`config.mk`:
```
export PLATFORM = sky130hd
export DESIGN_NAME = i2c_txn_arbiter
export DESIGN_NICKNAME = d
export VERILOG_FILES = /design/src/rtl/i2c_arb_pkg.sv /design/src/rtl/rr_pick.sv /design/src/rtl/i2c_txn_arbiter.sv
export SDC_FILE = /design/constraint.sdc
export NUM_CORES = 1
export LEC_CHECK = 0
export CORE_MARGIN = 2
export CORE_UTILIZATION = 30
export DETAILED_ROUTE_END_ITERATION = 10
export PLACE_DENSITY_LB_ADDON = 0.05
export RECOVER_POWER = 25
export REMOVE_ABC_BUFFERS = 1
export SYNTH_ARGS = -nofsm -noshare
export SYNTH_HDL_FRONTEND = slang
export SYNTH_SLANG_ARGS = --single-unit
export TNS_END_PERCENT = 100
```
`constraint.sdc`:
```
create_clock -name clk -period 7.1 [get_ports clk]
set_input_delay 0.71 -clock clk [delete_from_list [all_inputs] [get_ports clk]]
set_output_delay 0.71 -clock clk [all_outputs]
set_load 0.02 [all_outputs]
```
`src/rtl/i2c_arb_pkg.sv`:
```
// rtl/i2c_arb_pkg.sv - shared FSM encoding and constants for the I2C transaction arbiter
package i2c_arb_pkg;

  typedef enum logic [1:0] {
    ST_IDLE = 2'd0,
    ST_BUSY = 2'd1,
    ST_RESP = 2'd2
  } arb_state_t;

  localparam logic [7:0] ARB_ERR_DATA = 8'hFF;
  localparam int         ARB_MAX_REQ  = 8;

endpackage

```
`src/rtl/rr_pick.sv`:
```
// rtl/rr_pick.sv - combinational round-robin picker; searches upward from ptr, wrapping at N_REQ
module rr_pick #(
  parameter int N_REQ = 4
) (
  input  logic [N_REQ-1:0] req,
  input  logic [2:0]       ptr,
  output logic [N_REQ-1:0] grant,
  output logic [2:0]       idx
);

  logic       found;
  logic [3:0] cand;

  // Walk candidates in priority order; the inner loop keeps every index constant.
  always_comb begin
    grant = '0;
    idx   = '0;
    found = 1'b0;
    cand  = '0;
    for (int off = 0; off < N_REQ; off++) begin
      cand = {1'b0, ptr} + 4'(off);
      if (cand >= 4'(N_REQ)) begin
        cand = cand - 4'(N_REQ);
      end
      for (int i = 0; i < N_REQ; i++) begin
        if (!found && (cand == 4'(i)) && req[i]) begin
          found    = 1'b1;
          grant[i] = 1'b1;
          idx      = 3'(i);
        end
      end
    end
  end

endmodule

```
`src/rtl/i2c_txn_arbiter.sv`:
```
// rtl/i2c_txn_arbiter.sv - round-robin arbiter of N_REQ requesters onto one I2C register port; watchdog under I2C_ARB_TIMEOUT_EN
module i2c_txn_arbiter
  import i2c_arb_pkg::*;
#(
  parameter int N_REQ       = 4,
  parameter int TIMEOUT_CYC = 65535
) (
  input  logic                 clk,
  input  logic                 rst,
  input  logic [N_REQ-1:0]     req_valid,
  output logic [N_REQ-1:0]     req_ready,
  input  logic [N_REQ-1:0]     req_direct,
  input  logic [8*N_REQ-1:0]   req_addr,
  input  logic [8*N_REQ-1:0]   req_din,
  output logic [7:0]           req_dout,
  output logic                 req_err,
  output logic [2:0]           grant_id,
  output logic                 m_valid,
  input  logic                 m_ready,
  output logic                 m_direct,
  output logic [7:0]           m_addr,
  output logic [7:0]           m_din,
  input  logic [7:0]           m_dout
);

  if (N_REQ < 2 || N_REQ > ARB_MAX_REQ || TIMEOUT_CYC < 2 || TIMEOUT_CYC > 65536) begin : g_bad_param
    $error("i2c_txn_arbiter: parameter out of range");
  end

  arb_state_t       state, state_nxt;
  logic [2:0]       ptr;
  logic [N_REQ-1:0] pick_grant;
  logic [2:0]       pick_idx;
  logic             sel_direct;
  logic [7:0]       sel_addr, sel_din;
  logic             expire;

  rr_pick #(.N_REQ(N_REQ)) u_pick (
    .req   (req_valid),
    .ptr   (ptr),
    .grant (pick_grant),
    .idx   (pick_idx)
  );

  always_comb begin
    sel_direct = 1'b0;
    sel_addr   = '0;
    sel_din    = '0;
    for (int i = 0; i < N_REQ; i++) begin
      if (pick_grant[i]) begin
        sel_direct = sel_direct | req_direct[i];
        sel_addr   = sel_addr | req_addr[8*i +: 8];
        sel_din    = sel_din | req_din[8*i +: 8];
      end
    end
  end

`ifdef I2C_ARB_TIMEOUT_EN
  localparam logic [15:0] WD_LAST = 16'(TIMEOUT_CYC - 1);
  logic [15:0] wd;
  logic        err_q;

  assign expire  = (wd == WD_LAST);
  assign req_err = err_q;

  // Cleared throughout IDLE so it always starts from zero on entry to BUSY.
  always_ff @(posedge clk) begin
    if (rst) begin
      wd    <= '0;
      err_q <= 1'b0;
    end else begin
      if (state == ST_BUSY) begin
        wd <= wd + 16'd1;
      end else begin
        wd <= '0;
      end
      if (state == ST_BUSY && state_nxt == ST_RESP) begin
        err_q <= !m_ready;
      end
    end
  end
`else
  assign expire  = 1'b0;
  assign req_err = 1'b0;
`endif

  always_comb begin
    state_nxt = state;
    case (state)
      ST_IDLE: if (|req_valid) state_nxt = ST_BUSY;
      ST_BUSY: if (m_ready || expire) state_nxt = ST_RESP;
      ST_RESP: state_nxt = ST_IDLE;
      default: state_nxt = ST_IDLE;
    endcase
  end

  always_comb begin
    req_ready = '0;
    for (int i = 0; i < N_REQ; i++) begin
      req_ready[i] = (state == ST_RESP) && (grant_id == 3'(i));
    end
  end

  assign m_valid = (state == ST_BUSY);

  always_ff @(posedge clk) begin
    if (rst) begin
      state    <= ST_IDLE;
      ptr      <= '0;
      grant_id <= '0;
      m_direct <= 1'b0;
      m_addr   <= '0;
      m_din    <= '0;
      req_dout <= '0;
    end else begin
      state <= state_nxt;
      if (state == ST_IDLE && |req_valid) begin
        grant_id <= pick_idx;
        m_direct <= sel_direct;
        m_addr   <= sel_addr;
        m_din    <= sel_din;
        ptr      <= (pick_idx == 3'(N_REQ - 1)) ? 3'd0 : pick_idx + 3'd1;
      end
      // A real completion takes precedence over an expiring watchdog.
      if (state == ST_BUSY) begin
        if (m_ready) begin
          req_dout <= m_dout;
        end else if (expire) begin
          req_dout <= ARB_ERR_DATA;
        end
      end
    end
  end

endmodule

```
# ---- Yosys cells after proc, flatten, opt, wreduce, memory -nomap -nowiden
# Index checks and enable logic that the tools add are counted.
# W data, S select, Z words.
dict set report classes {
  addsub 8
  magnitude_cmp 4
  n_eq_ne 20
  muxes 65
  n_bitwise 9
  reduce_logical 60
}
# operator count
set ops {}
lappend ops {{$mux W8} 8}
lappend ops {{$or A8 B8 Y8} 6}
lappend ops {{$logic_and A1 B1 Y1} 36}
lappend ops {{$mux W1} 35}
lappend ops {{$eq A4 B2 Y1 const B} 8}
lappend ops {{$mux W2} 16}
lappend ops {{$eq A4 B1 Y1 const B} 4}
lappend ops {{$logic_not A4 Y1} 4}
lappend ops {{$mux W4} 4}
lappend ops {{$logic_not A1 Y1} 15}
lappend ops {{$ge A4 B3 Y1 const B} 3}
lappend ops {{$sub A4 B3 Y4 const B} 3}
lappend ops {{$eq A3 B2 Y1 const B} 3}
lappend ops {{$add A3 B2 Y4 const B} 2}
lappend ops {{$add A3 B1 Y4 const B} 1}
lappend ops {{$pmux W2 S2} 1}
lappend ops {{$reduce_and A2 Y1} 2}
lappend ops {{$reduce_or A4 Y1} 1}
lappend ops {{$sub A3 B3 Y4 const B} 1}
lappend ops {{$add A3 B1 Y3 const B} 1}
lappend ops {{$eq A3 B1 Y1 const B} 1}
lappend ops {{$ge A3 B3 Y1 const B} 1}
lappend ops {{$logic_not A3 Y1} 1}
lappend ops {{$mux W3} 1}
lappend ops {{6 further kinds} 8}
dict set report word_totals {
  register_bits 33
  inputBits 83
  output_inout_bits 34
}

# ---- Logic depth before layout (Yosys ltp)
dict set report depth {
  ltp_word 67
  depth_mapped 12
  depth_no_buf 10
}

# ---- Modules after synthesis
# Synthesis repeated with hierarchy kept, for this count alone.
dict set report hier_totals {
  hier_cells 247
  area_unflattened_um2 2144.6
}
# mod n_inst cells_each area_per_inst_um2 seq_area_each_um2
set modules_own_cells {}
lappend modules_own_cells {i2c_txn_arbiter 1 176 1651.6 660.6}
lappend modules_own_cells {rr_pick 1 71 493.0 0.0}

# ---- Least setup slack after synthesis
# OpenSTA, ideal clock, no wires.
dict set report synth_timing {
  path_type {flip-flop to flip-flop}
  startpoint {register ptr[1]}
  endpoint {register ptr[0]}
  setup_time_ns 0.117
  arrival_ns 2.511
  required_time_ns 6.983
  path_slack_ns 4.472
  stages_incl_launch_ff 12
  synth_period_minus_slack_ns 2.628
  cell_sequence {dfxtp_1 -> clkbuf_1 -> or2_2 -> ha_1 -> or4b_4 -> nor4_4 -> buf_6 -> o31ai_1 -> nand2b_1 -> ha_1 -> nor4_1 -> a32o_1}
}
dict set report synth_via {
  elab_chain_len 67
  word_cells_on_any_way 110
  cone_classes {add/sub: 8; order compare: 4; eq/ne: 13; mux: 35; reduce/logical: 50}
}
# element line_no
set synth_rtl {}
lappend synth_rtl {{from (decl)} i2c_txn_arbiter.sv:31} ;# logic [2:0] ptr;
lappend synth_rtl {{from (signal assigned)} i2c_txn_arbiter.sv:122} ;# ptr <= (pick_idx == 3'(N_REQ - 1)) ? 3'd0 : pick_idx + 3'd1;
lappend synth_rtl {{$sub A3 B3 Y4 / $ge A3 B3 Y1 (equally long branches)} {rr_pick.sv:23, rr_pick.sv:22}}
lappend synth_rtl {{$mux W4} rr_pick.sv:22} ;# if (cand >= 4'(N_REQ)) begin
lappend synth_rtl {{$logic_not A4 Y1} rr_pick.sv:26} ;# if (!found && (cand == 4'(i)) && req[i]) begin
lappend synth_rtl {{$logic_and A1 B1 Y1} rr_pick.sv:26}
lappend synth_rtl {{$mux W1} rr_pick.sv:26}
lappend synth_rtl {{$logic_not A1 Y1} rr_pick.sv:26}
lappend synth_rtl {{$logic_and A1 B1 Y1 (2 in series)} rr_pick.sv:26}
lappend synth_rtl {{$mux W1} rr_pick.sv:26}
lappend synth_rtl {{[49 not listed]} n/a}
lappend synth_rtl {{$logic_and A1 B1 Y1 (2 in series)} rr_pick.sv:26}
lappend synth_rtl {{$mux W1} rr_pick.sv:26}
lappend synth_rtl {{$logic_not A1 Y1} rr_pick.sv:26}
lappend synth_rtl {{$logic_and A1 B1 Y1 (2 in series)} rr_pick.sv:26}
lappend synth_rtl {{$mux W2 *} rr_pick.sv:26}
lappend synth_rtl {{named net pick_idx[1]} i2c_txn_arbiter.sv:33} ;# logic [2:0] pick_idx;
lappend synth_rtl {{$eq A3 B2 Y1 *} i2c_txn_arbiter.sv:122}
lappend synth_rtl {{$mux W3 *} i2c_txn_arbiter.sv:122}
# Mark *: on every way through the listed nets, which the timed path passes. The rest lies on a longest branch.
# A chain may end at the register's enable or synchronous reset.

# ---- Worst setup path after layout
dict set report layout_timing {
  startpoint {input port req_valid[3]}
  endpoint {register ptr[0]}
}
dict set report layout_via {
  elab_chain_len 52
  word_cells_on_any_way 67
  cone_classes {add/sub: 1; eq/ne: 1; mux: 26; reduce/logical: 39}
}
# element line_no
set layout_rtl {}
lappend layout_rtl {{from (decl)} i2c_txn_arbiter.sv:10} ;# input logic [N_REQ-1:0] req_valid,
lappend layout_rtl {{$logic_and A1 B1 Y1} rr_pick.sv:26}
lappend layout_rtl {{$mux W1} rr_pick.sv:26}
lappend layout_rtl {{$logic_not A1 Y1} rr_pick.sv:26}
lappend layout_rtl {{$logic_and A1 B1 Y1 (2 in series)} rr_pick.sv:26}
lappend layout_rtl {{$mux W1} rr_pick.sv:26}
lappend layout_rtl {{$logic_not A1 Y1} rr_pick.sv:26}
lappend layout_rtl {{$logic_and A1 B1 Y1 (2 in series)} rr_pick.sv:26}
lappend layout_rtl {{$mux W1} rr_pick.sv:26}
lappend layout_rtl {{[33 not listed]} n/a}
lappend layout_rtl {{$logic_and A1 B1 Y1 (2 in series)} rr_pick.sv:26}
lappend layout_rtl {{$mux W1} rr_pick.sv:26}
lappend layout_rtl {{$logic_not A1 Y1} rr_pick.sv:26}
lappend layout_rtl {{$logic_and A1 B1 Y1 (2 in series)} rr_pick.sv:26}
lappend layout_rtl {{$mux W2 *} rr_pick.sv:26}
lappend layout_rtl {{named net pick_idx[1]} i2c_txn_arbiter.sv:33}
lappend layout_rtl {{$eq A3 B2 Y1 *} i2c_txn_arbiter.sv:122}
lappend layout_rtl {{$mux W3 *} i2c_txn_arbiter.sv:122}
# Marked as above.

==> summary.txt <==
Critical path
  • Crit path from: req_valid[3]
  • Crit path largest cell delay: 0.77 ns
  • CP Max Fanout: 18
  • Setup Crit Path Kind: in2reg
  • Crit path max-delay family: simple AND/OR/NAND/NOR gates
  • CP required: 7.27 ns
  • Critical Path AT: 3.36 ns
  • CP Cell Sequence: clkdlybuf4s50_1 > or3b_1 > nor4_4 > o31ai_1 > nand2b_1 > ha_1 > nor4_1 > a32o_1
  • Worst path buffer plus inverter count: 1
  • CP startpoint kind: input port
  • Worst setup EP type: flop
  • R2r startpoint: ptr[1]
  • Highest-delay cell along the critical path: nor4_4

Timing
  • Fmax: 0.314 GHz
  • Final Hold Fails: 0
  • Clock Skew: 0.00704 ns
  • Final clock period utilization by the worst path: 44.9%
  • Worst slew margin: 33.1%
  • Hold WS: 0.452 ns
  • Final WS setup: 3.91 ns
  • Slew Limit Fails: 0
  • Setup TNS: 0 ns
  • Slew @ Worst Pin: 0.995 ns
  • RSZ-0062 raised after global routing: no
  • Final min period: 3.19 ns
  • Final setup viols: 0

Synthesis
  • Main synth FF type: dfxtp_1
  • Register bit count reported by yosys: 31
  • Synth top area share: 30.9%
  • Yosys cell types: 40
  • Commonest cells post-synth: o211ai_1 (34), dfxtp_1 (31), a21oi_1 (27)
  • Post-synthesis instance total: 243
  • Top-count cell post-synth: o211ai_1
  • Seq/Total Area, Yosys: 30.9%
  • Mapped cell area: 2010 um^2
  • Area contributors post-synth: dfxtp_1 (31%), o211ai_1 (13%), a41oi_1 (7.4%)
  • Synth area leader: dfxtp_1
  • Async set-reset flop share out of synthesis: 0%
  • Post-synth EDFFs: 0
  • Yosys warning count: 0
  • Mean area per synthesized cell: 8.26 um^2

Layout
  • Fin cells: 423
  • Area grow syn2layout: 62.2%
  • Share of layout cells above drive strength 1: 6.36%
  • Post-layout util: 50.7%
  • Design Area, Final: 3260 um^2
  • Final nets: 431
  • # diodes: 0

CTS
  • H-tree Lvls: 2
  • Clock Latency Late Sink: 0.28 ns
  • Clock buffer depth: 2
  • CTS Buf Count: 5
  • CTS tree: yes
  • Cts repair resizes: 0
  • Clock transition at path regs: 0.07 ns
  • Number of post-CTS setup repair buffers: 0
  • Hold-fix buffers, CTS: 0
  • Sink Count: 31
  • Clock root cell: clkbuf_8

Power and ir drop
  • Tot Pwr: 0.602 mW
  • Pwr Density: 185 nW/um^2
  • LEAKAGE: 1.09 nW
  • Worst vdd ir: 0.0000980 V

Floorplan
  • Effective utilization at floorplan: 31.2%
  • Chip width: 85.8 um
  • Die footprint: 7360 um^2
  • Rows: 29
  • Core area: 6420 um^2
  • Die height: 85.8 um
  • Ports: 117

Global route
  • Largest net degree at the start of global routing: 31
  • First-pass GRT wire length: 12,100 um
  • Initial antenna violation count: 0
  • Vias in the first global route: 2,391
  • Total gr overflow: 0
  • Total track usage: 20.9%

Place
  • Dpl cells: 415
  • DP HPWL: 5200 um
  • Dpl cell area: 3170 um^2
  • Pre-CTS WS: 3.63 ns
  • Number of I/O port buffers: 114
  • Placer Congestion: 0.768

Run status
  • Outcome: finished with violations
  • Failing checks: design-rule violations

Detailed routing
  • Vias after detailed routing: 2,467
  • Antenna Nets Post-Route: 0
  • DR WL/cell: 18.8 um
  • Vias/cell: 5.83
  • Drt total wl: 7950 um
  • Drt first-iter violations: 212
  • DRC: 5
  • Drt pass-1 iters: 8

Job
  • Max Cap Violations: 0

Hold path
  • Hold Path Class: reg2reg
  • HP Start: req_dout[1]
-- cell type report --
cell class,count,area (um^2)
clock inverter,2,12.5
fill,649,3170
sequential,31,621
inverter,2,7.51
clock buffer,6,72.6
tap,77,96.3
multi-input combinational,184,1250
timing repair buffer,121,1190
-- placed cells by master, fill, tap and decap left out, types with 2 or more instances in the layout --
cell / count
o21ai_0: 19
dfxtp_1: 31
o311ai_0: 5
nand3_1: 8
or3_1: 2
clkbuf_8: 5
nand2b_1: 6
a41oi_1: 17
o311ai_1: 12
clkdlybuf4s50_1: 108
o211ai_1: 34
nor3b_1: 2
nor2_1: 7
nor4_1: 2
nor4_4: 2
inv_1: 2
buf_4: 7
nand2_1: 13
and2b_1: 2
a21oi_1: 27
dlygate4sd3_1: 6
nor2b_1: 4
conb_1: 4
ha_1: 3
-- layer usage --
| layer | up-vias | GRT usage [%] | wire length, um |
|---|---|---|---|
| li1 | 1169 | - | - |
| met1 | 1180 | 27.2 | 3510 |
| met2 | 110 | 34.9 | 3860 |
| met3 | 8 | 4.04 | 467 |
| met4 | 0 | 6.20 | 110 |
| met5 | - | 0 | 0 |
-- sequential cells by signal, summed over array words and instances, names as in the netlist --
| signal | flops |
|---|---|
| m_addr | 8 |
| grant_id | 2 |
| m_din | 8 |
| m_direct | 1 |
| ptr | 2 |
| req_dout | 8 |
| state | 2 |
-- worst min-delay path: stages, from the launching register on --
cell and delay (ns):
dfxtp_1 0.31, nand2_1 0.05, a21oi_1 0.05
-- power breakdown --
part	total [mW]	internal (mW)	switching, mW
clock network	0.140	0.0685	0.0712
logic	0.251	0.119	0.132
registers	0.212	0.196	0.0165
-- worst paths after layout --
path / cells past startpoint / to / slack, ns
max: 8 / ptr[0] / 3.91
min reg2reg: 2 / req_dout[1] / 0.45
min: 2 / req_dout[1] / 0.45
max reg2reg: 9 / ptr[0] / 3.93
-- logic make-up after synthesis --
group | Yosys count | share of synthesized area (%)
other | 2 | 0.374
buffers and inverters | 30 | 7.29
adders and majority gates | 3 | 1.87
AOI/OAI and AO/OA | 123 | 43.0
and+or+nand+nor | 54 | 16.5
DFF | 31 | 30.9
Note: power is estimated with default switching activity, not from simulation.
